--- src/rtl/tmds_video_sequencer.sv ---
// tmds_video_sequencer: raster timing generator and pixel scheduler feeding three TMDS encoders.
// Ports:
//   clk, rst_n           pixel/encoder clock, asynchronous active-low reset
//   i_enable             run request (dropping it lets the current frame finish)
//   i_pix_data/valid     upstream pixel {R,G,B} with valid; o_pix_ready accepts it
//   i_clr_underflow      clears the sticky underflow flag
//   o_vd_r/g/b, o_vde    encoder video data and shared video-enable (registered)
//   o_cd_r/g/b           encoder control data; blue carries {vsync,hsync}
//   o_frame_start        pulse coincident with the first active pixel of a frame
//   o_underflow          sticky: an active pixel found no valid data
//   o_busy               sequencer not idle
module tmds_video_sequencer #(
    parameter int H_ACTIVE = 640,
    parameter int H_FP     = 16,
    parameter int H_SYNC   = 96,
    parameter int H_BP     = 48,
    parameter int V_ACTIVE = 480,
    parameter int V_FP     = 10,
    parameter int V_SYNC   = 2,
    parameter int V_BP     = 33,
    parameter bit HS_POL   = 1'b0,
    parameter bit VS_POL   = 1'b0
) (
    input  logic        clk,
    input  logic        rst_n,
    input  logic        i_enable,
    input  logic [23:0] i_pix_data,
    input  logic        i_pix_valid,
    output logic        o_pix_ready,
    input  logic        i_clr_underflow,
    output logic [7:0]  o_vd_r,
    output logic [7:0]  o_vd_g,
    output logic [7:0]  o_vd_b,
    output logic [1:0]  o_cd_r,
    output logic [1:0]  o_cd_g,
    output logic [1:0]  o_cd_b,
    output logic        o_vde,
    output logic        o_frame_start,
    output logic        o_underflow,
    output logic        o_busy
);
    localparam logic [11:0] H_LAST = 12'(H_ACTIVE + H_FP + H_SYNC + H_BP - 1);
    localparam logic [11:0] V_LAST = 12'(V_ACTIVE + V_FP + V_SYNC + V_BP - 1);
    localparam logic [1:0]  CD_IDLE = {~VS_POL, ~HS_POL};

    typedef enum logic [1:0] {IDLE, RUN, DRAIN} state_t;

    state_t      r_state, w_state_nxt;
    logic [11:0] r_hcnt, r_vcnt, w_hcnt_nxt, w_vcnt_nxt;
    logic        r_vde, r_frame_start, r_underflow;
    logic [7:0]  r_vd_r, r_vd_g, r_vd_b;
    logic [1:0]  r_cd_b;
    logic        w_run, w_h_end, w_v_end, w_active, w_hs, w_vs, w_xfer;

    assign w_run    = r_state != IDLE;
    assign w_h_end  = r_hcnt == H_LAST;
    assign w_v_end  = r_vcnt == V_LAST;
    assign w_active = w_run && r_hcnt < 12'(H_ACTIVE) && r_vcnt < 12'(V_ACTIVE);
    assign w_hs     = w_run && r_hcnt >= 12'(H_ACTIVE + H_FP) && r_hcnt < 12'(H_ACTIVE + H_FP + H_SYNC);
    assign w_vs     = w_run && r_vcnt >= 12'(V_ACTIVE + V_FP) && r_vcnt < 12'(V_ACTIVE + V_FP + V_SYNC);
    assign w_xfer   = w_active && i_pix_valid;

    always_ff @(posedge clk or negedge rst_n) begin
        if (!rst_n) begin
            r_state <= IDLE;
            r_hcnt  <= '0;
            r_vcnt  <= '0;
        end else begin
            r_state <= w_state_nxt;
            r_hcnt  <= w_hcnt_nxt;
            r_vcnt  <= w_vcnt_nxt;
        end
    end

    // DRAIN keeps the raster running so a stopped stream always ends on a frame boundary.
    always_comb begin
        w_state_nxt = r_state;
        unique case (r_state)
            IDLE:    w_state_nxt = i_enable ? RUN : IDLE;
            RUN:     w_state_nxt = i_enable ? RUN : DRAIN;
            DRAIN:   w_state_nxt = i_enable ? RUN : (w_h_end && w_v_end) ? IDLE : DRAIN;
            default: w_state_nxt = IDLE;
        endcase
        w_hcnt_nxt = (!w_run || w_h_end) ? 12'd0 : r_hcnt + 12'd1;
        w_vcnt_nxt = !w_run ? 12'd0 : !w_h_end ? r_vcnt : w_v_end ? 12'd0 : r_vcnt + 12'd1;
    end

    always_ff @(posedge clk or negedge rst_n) begin
        if (!rst_n) begin
            r_vde         <= 1'b0;
            r_vd_r        <= '0;
            r_vd_g        <= '0;
            r_vd_b        <= '0;
            r_cd_b        <= CD_IDLE;
            r_frame_start <= 1'b0;
            r_underflow   <= 1'b0;
        end else begin
            r_vde         <= w_active;
            r_vd_r        <= w_xfer ? i_pix_data[23:16] : 8'h00;
            r_vd_g        <= w_xfer ? i_pix_data[15:8]  : 8'h00;
            r_vd_b        <= w_xfer ? i_pix_data[7:0]   : 8'h00;
            r_cd_b        <= {w_vs ? VS_POL : ~VS_POL, w_hs ? HS_POL : ~HS_POL};
            r_frame_start <= w_run && r_hcnt == 12'd0 && r_vcnt == 12'd0;
            // a fresh underflow outranks a simultaneous clear
            r_underflow   <= (w_active && !i_pix_valid) ? 1'b1 : i_clr_underflow ? 1'b0 : r_underflow;
        end
    end

    assign o_pix_ready   = w_active;
    assign o_vde         = r_vde;
    assign o_vd_r        = r_vd_r;
    assign o_vd_g        = r_vd_g;
    assign o_vd_b        = r_vd_b;
    assign o_cd_r        = 2'b00;
    assign o_cd_g        = 2'b00;
    assign o_cd_b        = r_cd_b;
    assign o_frame_start = r_frame_start;
    assign o_underflow   = r_underflow;
    assign o_busy        = w_run;
endmodule

--- config.mk ---
export PLATFORM = sky130hd
export DESIGN_NAME = tmds_video_sequencer
export DESIGN_NICKNAME = d
export VERILOG_FILES = /design/src/rtl/tmds_video_sequencer.sv
export SDC_FILE = /design/constraint.sdc
export NUM_CORES = 1
export LEC_CHECK = 0
export ABC_AREA = 1
export CAP_MARGIN = 20
export CORE_MARGIN = 2
export CORE_UTILIZATION = 30
export CTS_BUF_LIST = sky130_fd_sc_hd__clkbuf_4 sky130_fd_sc_hd__clkbuf_8 sky130_fd_sc_hd__clkbuf_16
export DETAILED_ROUTE_END_ITERATION = 8
export MAX_ROUTING_LAYER = met4
export PLACE_DENSITY = 0.63
export REMOVE_ABC_BUFFERS = 1
export SYNTH_ARGS = -nofsm -noshare
export SYNTH_HDL_FRONTEND = slang
export SYNTH_SLANG_ARGS = --single-unit
export TNS_END_PERCENT = 30
--- constraint.sdc ---
create_clock -name clk -period 2 [get_ports clk]
set_clock_uncertainty 0.05 [all_clocks]
set_input_delay 0.6 -clock clk [delete_from_list [all_inputs] [get_ports clk]]
set_output_delay 0.6 -clock clk [all_outputs]
set_load 0.1 [all_outputs]
==> impl.org <==
** Floorplanning
- Initial Utilization :: 0.310
- During I/O placement, the number of pins put on the boundary was 64.
- Die boundary width :: roughly 99 um
- The die is 99.2 um tall.
- The region available for standard cell placement spans between 0.008 and 0.009 mm2.
- Count of standard-cell rows :: 34
- The floorplan step defined a die boundary enclosing 0.00984 mm2.

** Setup path
- Measured in cells, the most critical reg-to-reg path has a length of 7.
- The startpoint identified for the worst register-to-register timing path is r_vcnt[0].
- For the worst setup path, the data required time is 1.35 ns.
- Type of origin of the critical path :: flop
- CP max FO :: 3
- The critical path in this run is classified as flop to primary output.
- CP endpoint kind :: primary output
- In this run the worst setup path begins at r_vcnt[11].
- For the worst setup path, the data arrival time is between 1 and 1.5 ns.

** CTS
- CTS saw 55 sinks.
- Clock Latency Late Sink :: 0.31 ns
- CTS tree :: yes
- The cell sitting at the root of the clock tree is a clkbuf_8.
- Clock-pin slew was measured on the worst setup and hold paths at roughly 0.10 ns.
- TritonCTS buffer count :: 5
- H-tree depth reported by CTS :: 2
- The clock passes through at most 2 buffers.

** Synth
- Count of cell types in the netlist :: 29
- The cell count after synthesis came out at 332.
- Total number of yosys warnings :: 0
- Cell area after synthesis :: 0.00272 mm2
- After synthesis, the cell types taking the most area are dfrtp_1 (49%), nand2_1 (9.1%), nor2_1 (8.1%).
- Of the post-synthesis cell area, the dominant cell type holds 0.488.
- Post-Syn Area per Cell :: 8.19 um2
- Synthesis inferred 55 register bits.
- Most frequently used flop master after synthesis :: dfrtp_1
- For this run, the register share of the synthesized area comes to 0.507.
- EDFF count, synth :: 0
- In the synthesized netlist the async set-or-reset flop fraction comes to 1.00.
- Largest area contributor in the netlist :: dfrtp_1

** Global routing
- The initial antenna violation count is 0.
- Grt ovf :: 0
- The via count of the first global-routing pass was 2150.
- The first global-routing pass estimated approximately 9700 um of wire.
- Entering global routing, the biggest net connects 56 pins.
- For this run, the total global-route usage over all layers was measured as 0.125.

** Min path
- In this run the worst hold path is classified as primary input to asynchronous set/reset pin.

** Timing
- After layout, the worst setup slack is -0.143 ns.
- Setup violations remaining at the end of the flow were counted as 1.
- The routed design could run at a clock period as short as 2.14 ns.
- Of the available clock period, the critical path in the final layout requires 1.07.
- Setup repair after global routing could not meet its margin everywhere.
- Max transition margin :: 0.665
- Min Hold Slack :: 0.231 ns
- Slew at the pin with the worst max-slew slack :: 0.502 ns
- Count of final max-slew check failures :: 0
- The number of endpoints with negative hold slack in the final report was 0.
- Fmax achieved :: between 400 and 500 MHz

** Pwr
- Sw Ratio :: 0.364
- Cell area power density :: 719 mW/mm2
- Across the VDD grid, the largest voltage drop is 0.000347 V.
- Internal Pwr Total :: between 1.5 and 2 mW
- Share of total power in sequential cells :: 0.460
- LEAKAGE :: 1.91 nW
- In this run the power spent charging and discharging nets is about 1.0 mW.
- Comb pwr share :: 0.313
- Of the total power, the clock network draws 0.227.

** Status
- The checks that failed: setup timing.
- The flow ran to the end, but the final reports show violations.

** Route
- After detailed routing, the total wire length is between 5000 and 6000 um.
- In the final routed layout, each cell accounts on average for 11.4 um.
- Initial DRC Count :: roughly 130
- The detail route stage leaves a number of antenna-violating nets equal to 0.
- For this run, the detailed router's first-pass iteration total came to 4.
- For this run, design rule violations remaining after detail routing come to 0.
- After detailed routing, the number of vias per cell comes to between 4 and 5.
- Via total after detailed routing :: 2265

** Cells and area
- In the final layout, the share of cells above drive strength 1 is 0.199.
- Relative to the synthesized area, the layout overhead comes to 42.2%.
- The number of antenna diodes in the final layout is 0.
- Once layout is complete, the utilization of the core stands at 0.441.
- Final-stage net count :: 434
- Filler Cell Count :: 873

** Place
- Detailed placement ended at an HPWL of approximately 4400 um.
- Input/output buffers :: slightly below 60
- Pre-CTS WS :: 0.125 ns
- Placer congestion estimate :: ~0.95

** Run
- Count of max-cap constraint violations :: 0
==> power groups by stage <==
stage	Combinational, mW	Sequential [mW]	Clock, mW
5_1_grt	0.929	1.29	0.703
4_1_cts	0.879	1.28	0.659
2_1_floorplan	0.265	1.54	0
3_5_place_dp	0.877	1.30	0
6_report	0.869	1.28	0.631
3_3_place_gp	0.870	1.30	0
==> worst max-delay path, cell delays in order, from the launching register on <==
cell and delay [ns]:
dfrtp_1 0.40, nor2_2 0.14, nand2_1 0.09, nor2_2 0.13, nand3_2 0.14, inv_4 0.11
buf_12 0.17
==> final cells by class <==
class / count / area [um2] / share of cell area
clock inverter: 2 / 16.3 / 0.00421
clock buffer: 6 / 76.3 / 0.0197
inverter: 58 / 220 / 0.0570
tap: 108 / 135 / 0.0350
sequential: 55 / 1380 / 0.357
timing repair buffer: 71 / 998 / 0.258
multi-input combinational: 210 / 1040 / 0.269
==> worst paths after layout <==
path | endpoint | slack [ns]
worst max-delay path | o_pix_ready | -0.14
worst min-delay path | o_vd_b[1] | 0.23
worst max register to register | r_vcnt[1] | 0.37
worst min register to register | r_hcnt[0] | 0.48
max in group asynchronous | o_cd_b[1] | 1.37
min in group clk | r_hcnt[0] | 0.48
==> synthesized netlist by cell type, drive strengths merged (2+ instances only) <==
| library cell | instances |
|---|---|
| nor3 | 7 |
| dfstp | 2 |
| nand2 | 69 |
| buf | 12 |
| nor2 | 70 |
| xor2 | 7 |
| inv | 56 |
| nand4 | 11 |
| clkinv | 2 |
| dfrtp | 53 |
| nand3 | 24 |
| o21ai | 4 |
| ha | 4 |
| a21oi | 5 |
==> metrics by stage <==
| step | total power, mW | setup TNS [ns] | instances | cell area, um2 |
|---|---|---|---|---|
| 2_1_floorplan | 1.81 | -0.0604 | 323 | 2630 |
| 3_3_place_gp | 2.17 | 0 | 495 | 3710 |
| 3_5_place_dp | 2.18 | 0 | 495 | 3710 |
| 4_1_cts | 2.82 | -0.159 | 508 | 3840 |
| 5_1_grt | 2.93 | -0.224 | 510 | 3870 |
| 6_report | 2.78 | -0.143 | 510 | 3870 |
==> sequential cells by signal, summed over array words and instances (netlist names) <==
signal,flops
r_hcnt,12
r_vcnt,12
o_vd_b,8
o_vd_g,8
o_vd_r,8
o_cd_b,2
r_state,2
o_frame_start,1
o_underflow,1
o_vde,1
==> cells by family (layout without fill, tap and decap cells) <==
| group | Yosys count | in the layout | share of synthesized area |
|---|---|---|---|
| compound gates | 11 | 11 | 0.0272 |
| xor+xnor | 8 | 8 | 0.0258 |
| fa+ha+maj | 4 | 4 | 0.0184 |
| buf+inv | 70 | 137 | 0.117 |
| flops | 55 | 55 | 0.507 |
| other cells | 1 | 4 | 0.00138 |
| simple gates | 183 | 183 | 0.303 |
==> layer usage <==
layer | track usage | up-vias | share of wire
li1 | - | 1136 | -
met1 | 0.153 | 1059 | 0.43
met2 | 0.199 | 67 | 0.49
met3 | 0.0457 | 3 | 0.080
met4 | 0.0253 | 0 | 0.0036
met5 | - | - | 0
==> repair_timing <==
item,4_1_cts,5_1_grt
endpoints found under the setup margin,1,2
hold buffers,0,0
pin swaps,2,5
resized for setup,2,3
setup buffers,5,2
==> cells in the final DEF (no fill, tap or decap), drive strengths merged, types with 5 or more instances in the layout <==
master         count
a21oi              5
buf               44
clkbuf             6
clkdlybuf4s50     27
dfrtp             53
inv               57
nand2             69
nand3             24
nand4             11
nor2              70
nor3               7
xor2               7
No activity file was read; power rests on OpenSTA's default activity.
